File: src/rtl/aer_spike_encoder.sv
// ---------------------------------------------------------------------------
// aer_spike_encoder
//   Holds one input image and converts its pixel intensities into input spike
//   events using deterministic rate coding. A per-pixel 8-bit accumulator
//   takes the pixel value on every timestep, and the pixel spikes whenever the
//   accumulator overflows. Over T timesteps a pixel of value v therefore
//   spikes floor(v*T/256) times. Events go out over a 4-phase AER link in
//   ascending address order within each timestep. Encoding stops on
//   INFERENCE_RDY or after T_MAX timesteps.
//
// Ports
//   CLK, RST        clock, asynchronous active-high reset
//   IMG_WE/WADDR/WDATA  host pixel write port (ignored while BUSY)
//   START           begin encoding the stored image (from IDLE or DONE)
//   INFERENCE_RDY   decoder has a result; stop after any open handshake
//   AERIN_ADDR/REQ  AER event address and request (registered)
//   AERIN_ACK       AER acknowledge, asynchronous, synchronised internally
//   NEW_IMAGE       one-cycle pulse on an accepted START
//   BUSY            high while encoding
//   ENC_DONE        level, encoding finished
//   TIMEOUT         finished because T_MAX was reached without inference
// ---------------------------------------------------------------------------
module aer_spike_encoder #(
  parameter int N     = 256,
  parameter int M     = 8,
  parameter int T_MAX = 64,
  parameter int TW    = 7
) (
  input  logic         CLK,
  input  logic         RST,
  input  logic         IMG_WE,
  input  logic [M-1:0] IMG_WADDR,
  input  logic [7:0]   IMG_WDATA,
  input  logic         START,
  input  logic         INFERENCE_RDY,
  output logic [M-1:0] AERIN_ADDR,
  output logic         AERIN_REQ,
  input  logic         AERIN_ACK,
  output logic         NEW_IMAGE,
  output logic         BUSY,
  output logic         ENC_DONE,
  output logic         TIMEOUT
);

  typedef enum logic [2:0] {IDLE, SCAN, REQ, ACKW, DONE} state_t;

  state_t        state, state_nxt;
  logic [M-1:0]  p, p_nxt;
  logic [TW-1:0] t, t_nxt;
  logic          ack_p0, ack_s;

  logic [M-1:0]  addr_nxt;
  logic          req_nxt, new_image_nxt, timeout_nxt, busy_nxt, done_nxt;
  logic          acc_we;

  logic [7:0]    pix [N];
  logic [7:0]    acc [N];

  logic [7:0]    acc_rd;
  logic [8:0]    sum;

  logic          last_pix, last_t, adv_end;
  logic [M-1:0]  adv_p;
  logic [TW-1:0] adv_t;

  // Accumulator is ignored on the first timestep, so stale contents from a
  // previous image never need clearing.
  always_comb begin
    acc_rd = (t == '0) ? 8'd0 : acc[p];
    sum    = {1'b0, acc_rd} + {1'b0, pix[p]};
  end

  // Next pixel position; adv_end flags that the final timestep just closed.
  always_comb begin
    last_pix = (p == M'(N - 1));
    last_t   = (t == TW'(T_MAX - 1));
    adv_p    = last_pix ? '0 : p + M'(1);
    adv_t    = last_pix ? t + TW'(1) : t;
    adv_end  = last_pix && last_t;
  end

  always_comb begin
    state_nxt     = state;
    p_nxt         = p;
    t_nxt         = t;
    addr_nxt      = AERIN_ADDR;
    req_nxt       = AERIN_REQ;
    new_image_nxt = 1'b0;
    timeout_nxt   = TIMEOUT;
    acc_we        = 1'b0;
    case (state)
      IDLE, DONE: begin
        if (START) begin
          state_nxt     = SCAN;
          p_nxt         = '0;
          t_nxt         = '0;
          timeout_nxt   = 1'b0;
          new_image_nxt = 1'b1;
        end
      end
      SCAN: begin
        acc_we = 1'b1;
        if (INFERENCE_RDY) begin
          state_nxt   = DONE;
          timeout_nxt = 1'b0;
        end else if (sum[8]) begin
          addr_nxt  = p;
          req_nxt   = 1'b1;
          state_nxt = REQ;
        end else begin
          p_nxt = adv_p;
          t_nxt = adv_t;
          if (adv_end) begin
            state_nxt   = DONE;
            timeout_nxt = 1'b1;
          end
        end
      end
      REQ: begin
        if (ack_s) begin
          req_nxt   = 1'b0;
          state_nxt = ACKW;
        end
      end
      ACKW: begin
        // The spiking pixel's advance is deferred until the handshake closes.
        if (!ack_s) begin
          if (INFERENCE_RDY) begin
            state_nxt   = DONE;
            timeout_nxt = 1'b0;
          end else begin
            p_nxt     = adv_p;
            t_nxt     = adv_t;
            state_nxt = SCAN;
            if (adv_end) begin
              state_nxt   = DONE;
              timeout_nxt = 1'b1;
            end
          end
        end
      end
      default: state_nxt = IDLE;
    endcase
    busy_nxt = (state_nxt == SCAN) || (state_nxt == REQ) || (state_nxt == ACKW);
    done_nxt = (state_nxt == DONE);
  end

  // Control registers and the ACK synchroniser
  always_ff @(posedge CLK or posedge RST) begin
    if (RST) begin
      state      <= IDLE;
      p          <= '0;
      t          <= '0;
      ack_p0     <= 1'b0;
      ack_s      <= 1'b0;
      AERIN_ADDR <= '0;
      AERIN_REQ  <= 1'b0;
      NEW_IMAGE  <= 1'b0;
      BUSY       <= 1'b0;
      ENC_DONE   <= 1'b0;
      TIMEOUT    <= 1'b0;
    end else begin
      state      <= state_nxt;
      p          <= p_nxt;
      t          <= t_nxt;
      ack_p0     <= AERIN_ACK;
      ack_s      <= ack_p0;
      AERIN_ADDR <= addr_nxt;
      AERIN_REQ  <= req_nxt;
      NEW_IMAGE  <= new_image_nxt;
      BUSY       <= busy_nxt;
      ENC_DONE   <= done_nxt;
      TIMEOUT    <= timeout_nxt;
    end
  end

  // Pixel and accumulator storage, deliberately left unreset
  always_ff @(posedge CLK) begin
    if (IMG_WE && ((state == IDLE) || (state == DONE))) begin
      pix[IMG_WADDR] <= IMG_WDATA;
    end
    if (acc_we) begin
      acc[p] <= sum[7:0];
    end
  end

endmodule

File: config.mk
export PLATFORM = sky130hd
export DESIGN_NAME = aer_spike_encoder
export DESIGN_NICKNAME = d
export VERILOG_FILES = /design/src/rtl/aer_spike_encoder.sv
export SDC_FILE = /design/constraint.sdc
export NUM_CORES = 2
export LEC_CHECK = 0
export CAP_MARGIN = 5
export CORE_UTILIZATION = 30
export DETAILED_ROUTE_END_ITERATION = 8
export SLEW_MARGIN = 5
export SYNTH_ARGS = -nofsm -noshare
export SYNTH_HDL_FRONTEND = slang
export SYNTH_SLANG_ARGS = --single-unit
File: constraint.sdc
create_clock -name CLK -period 11.2 [get_ports CLK]
set_input_delay 2.24 -clock CLK [delete_from_list [all_inputs] [get_ports CLK]]
set_output_delay 2.24 -clock CLK [all_outputs]
set_load 0.005 [all_outputs]
# --- Word level (Yosys, flattened, before mapping) ---
# Memories as Yosys holds them, arrays and structs flattened.
# Index checks and enable logic that the tools add are counted.
word_totals:
  regBits: 33
  ramBits: 4096
  input_bits: 22
  output_inout_bits: 13
  wordCells: 91
  n_memories: 2
mem_list:
  columns: ["name", "depth", "word_bits", "rd", "rd_clocked_by_memory_dff", "wr", "line_no", "source"]
  rows:
  - ["acc", 256, 8, 1, 0, 1, "57", "logic [7:0] acc [N];"]
  - ["pix", 256, 8, 1, 0, 1, "56", "logic [7:0] pix [N];"]
op_classes:
  addsub: 3
  n_eq_ne: 18
  mux: 42
  bitwise_logic: 1
  n_reduce_logical: 14
op_table:
  columns: ["operator", "count"]
  rows:
  - ["8-bit 2-to-1 mux", 7]
  - ["7-bit 2-to-1 mux", 6]
  - ["3-bit 2-to-1 mux", 8]
  - ["8-bit one-hot mux with 3 select lines", 1]
  - ["7-bit one-hot mux with 3 select lines", 1]
  - ["1-bit 2-to-1 mux", 16]
  - ["2-bit != test (second input constant)", 7]
  - ["3-bit by 2-bit == test with 1-bit output (second input constant)", 4]
  - ["3-bit one-hot mux with 4 select lines", 1]
  - ["8-bit by 8-bit adder with 9-bit output", 1]
  - ["8-bit by 1-bit adder with 8-bit output (second input constant)", 1]
  - ["8-bit == test (second input constant)", 1]
  - ["4-bit AND reduction", 2]
  - ["7-bit by 1-bit adder with 7-bit output (second input constant)", 1]
  - ["7-bit by 6-bit == test with 1-bit output (second input constant)", 1]
  - ["7-bit zero test", 1]
  - ["3-bit by 1-bit == test with 1-bit output (second input constant)", 2]
  - ["3-bit == test (second input constant)", 2]
  - ["6-bit AND reduction", 1]
  - ["3-bit zero test", 1]
  - ["1-bit logical OR", 3]
  - ["3-bit != test (second input constant)", 1]
  - ["1-bit one-hot mux with 3 select lines", 1]
  - ["3-bit AND reduction", 1]
  - ["6 further kinds", 7]

# --- Depth between registers and ports, before layout ---
logic_depth:
  ltp_word: 9
  depth_mapped: 22
  ltp_nobuf: 15

# --- Least setup slack after synthesis ---
# OpenSTA, ideal clock, no wires.
synth_timing:
  path_kind: "reg-to-reg"
  startpoint: "register p[0]"
  endpoint: "memory acc[0][5] (data pin)"
  t_arrival_ns: 10.507
  setup_slack_ns: -0.954
  stages_incl_launch_ff: 18
  path_buffers: 5
  synth_period_minus_slack_ns: 12.154
  path_cell_list: "dfrtp_1 > buf_6 > buf_8 > buf_6 > buf_6 > buf_2 > mux4_2 > mux2_2 > nand2_1 > o2111ai_1 > a22oi_1 > o211ai_1 > ha_1 > a21o_1 > a21oi_1 > o21ai_0 > a21oi_1 > xnor2_1"
synth_via:
  elab_chain_len: 3
synth_lines:
  columns: ["element", "line_no", "source"]
  rows:
  - ["start: declaration", "48", "logic [M-1:0] p, p_nxt;"]
  - ["start signal: assignment", "164", "p <= p_nxt;"]
  - ["memory read 256 x 8 bit", null, null]
  - ["8-bit 2-to-1 mux", "69", "acc_rd = (t == '0) ? 8'd0 : acc[p];"]
  - ["8-bit by 8-bit adder with 9-bit output (*)", "70", "sum = {1'b0, acc_rd} + {1'b0, pix[p]};"]
  - ["named net sum[5]", "60", "logic [8:0] sum;"]
  - ["end: declaration", "57", null]
# The timed path passes the listed nets; every way through them passes the cells marked *.

# --- Worst setup path in the final report ---
layout_timing:
  startpoint: "register p[0]"
  endpoint: "memory acc[179][6] (data pin)"
# The elaborated chain is that of the path after synthesis.

==> flow_metrics.env <==
export IMPL_status="complete, no violations"
export IMPL_drt_iter0_drc=11000
export IMPL_crit_required_ns=11.82
export IMPL_critPathTopFamily="simple AND/OR/NAND/NOR gates"
export IMPL_yosysTopAreaCell="edfxtp_1"
export IMPL_synth_top_cell_area_share_pct=76.4
export IMPL_tightest_slew_ns=1.38
export IMPL_sw_frac_of_total_pct=30.2
export IMPL_slew_viol_final=0
export IMPL_combPwrFrac_pct=24.8
export IMPL_cts_tree="yes"
export IMPL_clock_fmax_mhz=119
export IMPL_crit_top_cell="buf_4"
export IMPL_final_util_pct=34.2
export IMPL_p_leak_nw=53.5
export IMPL_relSlewSlack_pct=7.47
export IMPL_startpoint_type="register"
export IMPL_clock_path_buffers=4
export IMPL_seqPwrFrac_pct=46.8
export IMPL_synthMostInstantiatedCell="edfxtp_1"
export IMPL_drc=0
export IMPL_path_class="reg2reg"
export IMPL_synth_edf_count=4096
export IMPL_ys_types=73
export IMPL_power_mw=46.6
export IMPL_top_usage_layer="met2"
export IMPL_nFillCells=49100
export IMPL_synth_top_family_by_area="multiplexers"
export IMPL_vdd_ir_drop_max_mv=0.612
export IMPL_grt_antenna_before_repair=31
export IMPL_postRouteAntennaNets=0
export IMPL_routedWlPerCell_um=28.4
export IMPL_intPower_mw=32.5
export IMPL_hp_class="reg2reg"
export IMPL_initial_core_util_pct=30.2
export IMPL_numClockSinks=4129
export IMPL_critPathCaptureType="register"
export IMPL_pwr_density_cell_nw_per_um2=255
export IMPL_setup_viol=0
export IMPL_avgSynthCellArea_sq_um=21.2
export IMPL_grt_max_degree=217
export IMPL_synth_compound_area_share_pct=2.56
export IMPL_fp_dieH_um=735
export IMPL_worstPathArrival_ns=9.04
export IMPL_p_clk_share_pct=28.4
export IMPL_clk_pin_slew_ns=0.07
export IMPL_cp_slowest_cell="nor4_1"
export IMPL_p_sw_mw=14.1
export IMPL_cts_hold_buf=0
export IMPL_grt_pass1_vias=80100
export IMPL_grt_pass1_wl_um=612000
export IMPL_synthFlopType="edfxtp_1"
export IMPL_max_stage_delay_ns=1.09
export IMPL_dr_total_vias=80200
export IMPL_grtUsageMet1_pct=21.4
export IMPL_synth_xor_area_share_pct=0.0544
export IMPL_clockRootBuffer="clkbuf_16"
export IMPL_port_buffer_count=34
export IMPL_grt_usage_pct=15.5
export IMPL_hold_violations=0
export IMPL_grt_overflow=0
export IMPL_final_nets=7783
export IMPL_vias_per_cell=5.26
export IMPL_synth_commonest_cells="4096 x edfxtp_1, 976 x mux4_2, 586 x nor2_1"
export IMPL_synthSimpleGateAreaFrac_pct=3.07
export IMPL_cap_violations=0
export IMPL_cts_buffers_inserted=398
export IMPL_ys_ff_latch=4129
export IMPL_postSynthCellCount=7596
export IMPL_die_area_sq_um=540000
export IMPL_critPathMaxFanout=88
export IMPL_core_sq_um=533000
export IMPL_cts_setup_buffers=0
export IMPL_synthArstFlopShare_pct=0.799
export IMPL_ios=35
export IMPL_rsz0062_at_grt="false"
export IMPL_hpwl_um=265000
export IMPL_fin_crit_ns=8.42
export IMPL_drt_pass1_iterations=6
export IMPL_fin_crit_sh_pct=75.1
export IMPL_synth_warnings=0
export IMPL_ys_seq_area_share_pct=76.9
export IMPL_area_delta_synth_final_pct=13.3
export IMPL_clock_skew_ns=0.0642
export IMPL_grtUsageMet2_pct=24.4
export IMPL_place_congestion=0.854
export IMPL_synth_mux_area_share_pct=15.6
export IMPL_worstPathCellList="buf_12, buf_4, mux4_2, and2_1, a211oi_1, nor4_1, a31oi_1, nor4_2, ha_1, nand3_1, o211ai_1, nor2_1, xnor2_4, buf_4"
export IMPL_htreeDepth=5
export IMPL_ctsResizeCount=0
export IMPL_synthesis_nets=7633
export IMPL_cp_buffers_inverters=3
export IMPL_hold_ws_ns=0.355
export IMPL_setup_tns_ns=0
export IMPL_synth_adder_area_share_pct=0.121
export IMPL_netlist_area_sq_um=161000
export IMPL_yosys_top_cells_area="edfxtp_1 76%, mux4_2 14%, nor2_1 1.4%, mux2i_1 1.1%, a22oi_1 0.91%"
export IMPL_drive_gt1_share_pct=23.7
export IMPL_rows=268
export IMPL_die_w_um=735
export IMPL_drt_total_wl_um=433000
export IMPL_clk_latency_ns=0.99
export IMPL_met3_usage_pct=3.40
==> per-layer routing <==
metal  part of all wire [%]  up-vias
li1                       -    32100
met1                     40    43100
met2                     46     4241
met3                    9.9      792
met4                    3.6        8
met5                  0.012        -
==> worst paths after layout <==
path                        start           to  slack [ns]  cells after the start
max                          p[0]  acc[179][6]        2.78                     14
min                        ack_p0        ack_s        0.35                      0
max reg2reg                  p[0]  acc[179][6]        2.78                     14
min reg2reg                ack_p0        ack_s        0.35                      0
max in group asynchronous     RST         p[5]        9.08                      3
min in group asynchronous     RST        ack_s        1.70                      3
==> power groups by stage <==
stage,clock [mW],sequential [mW],combinational [mW]
2_1_floorplan,0,22.8,6.94
3_3_place_gp,0,22.1,11.2
3_5_place_dp,0,22.1,11.7
4_1_cts,13.4,21.8,11.7
5_1_grt,13.9,21.8,12.3
6_report,13.2,21.8,11.6
==> final cells by class <==
type	count	area [sq um]	area share [%]
Sequential cell	4129	124000	67.9
Multi-Input combinational cell	2976	34700	19.0
Timing Repair Buffer	226	2130	1.17
Antenna cell	8	20.0	0.0110
Inverter	15	66.3	0.0364
Tap cell	7155	8950	4.91
Clock inverter	238	2170	1.19
Clock buffer	486	10500	5.75
==> registers in the layout (all words and copies together) (netlist names), 3 cells and up <==
signal	cells
AERIN_ADDR	8
acc	2048
p	8
pix	2048
state	3
t	7
==> through the flow <==
| step | setup slack (ns) | instances | cell area (sq um) |
|---|---|---|---|
| detailed placement | 2.94 | 14500 | 170000 |
| floorplan | 2.52 | 7596 | 161000 |
| finish | 2.78 | 15200 | 182000 |
| global placement | 2.98 | 14500 | 170000 |
| CTS | 2.91 | 15200 | 182000 |
| global route | 2.64 | 15200 | 182000 |
==> cells by family (layout without fill, tap and decap cells) <==
kind of cell    after synthesis  count (layout)
simple gates               1086            1086
other cells                   0               8
buf+inv                     491             965
xor+xnor                     10              10
fa+ha+maj                    15              15
flops                      4129            4129
compound gates              597             597
mux                        1268            1268
==> layout by cell type (no fill, tap or decap), drive strengths merged, types with 9 or more instances in the layout <==
| master | n |
|---|---|
| a2111oi | 28 |
| clkdlybuf4s50 | 26 |
| nand2b | 13 |
| ha | 14 |
| mux4 | 976 |
| or4 | 9 |
| and2 | 21 |
| nor3 | 46 |
| bufinv | 33 |
| a22oi | 195 |
| mux2i | 178 |
| o31ai | 13 |
| clkbuf | 493 |
| o21ai | 63 |
| mux2 | 114 |
| dfrtp | 33 |
| nand2 | 148 |
| a211oi | 25 |
| edfxtp | 4096 |
| nor4 | 15 |
| o2111ai | 35 |
| nor3b | 10 |
| nor2b | 14 |
| nand3b | 10 |
| nand3 | 95 |
| clkinv | 183 |
| buf | 193 |
| a31oi | 18 |
| and3 | 49 |
| inv | 23 |
| nor2 | 587 |
| o22ai | 79 |
| and3b | 9 |
| clkinvlp | 14 |
| a21oi | 88 |
| nand4 | 22 |
| o211ai | 17 |
Note: power is estimated with default switching activity, not from simulation.
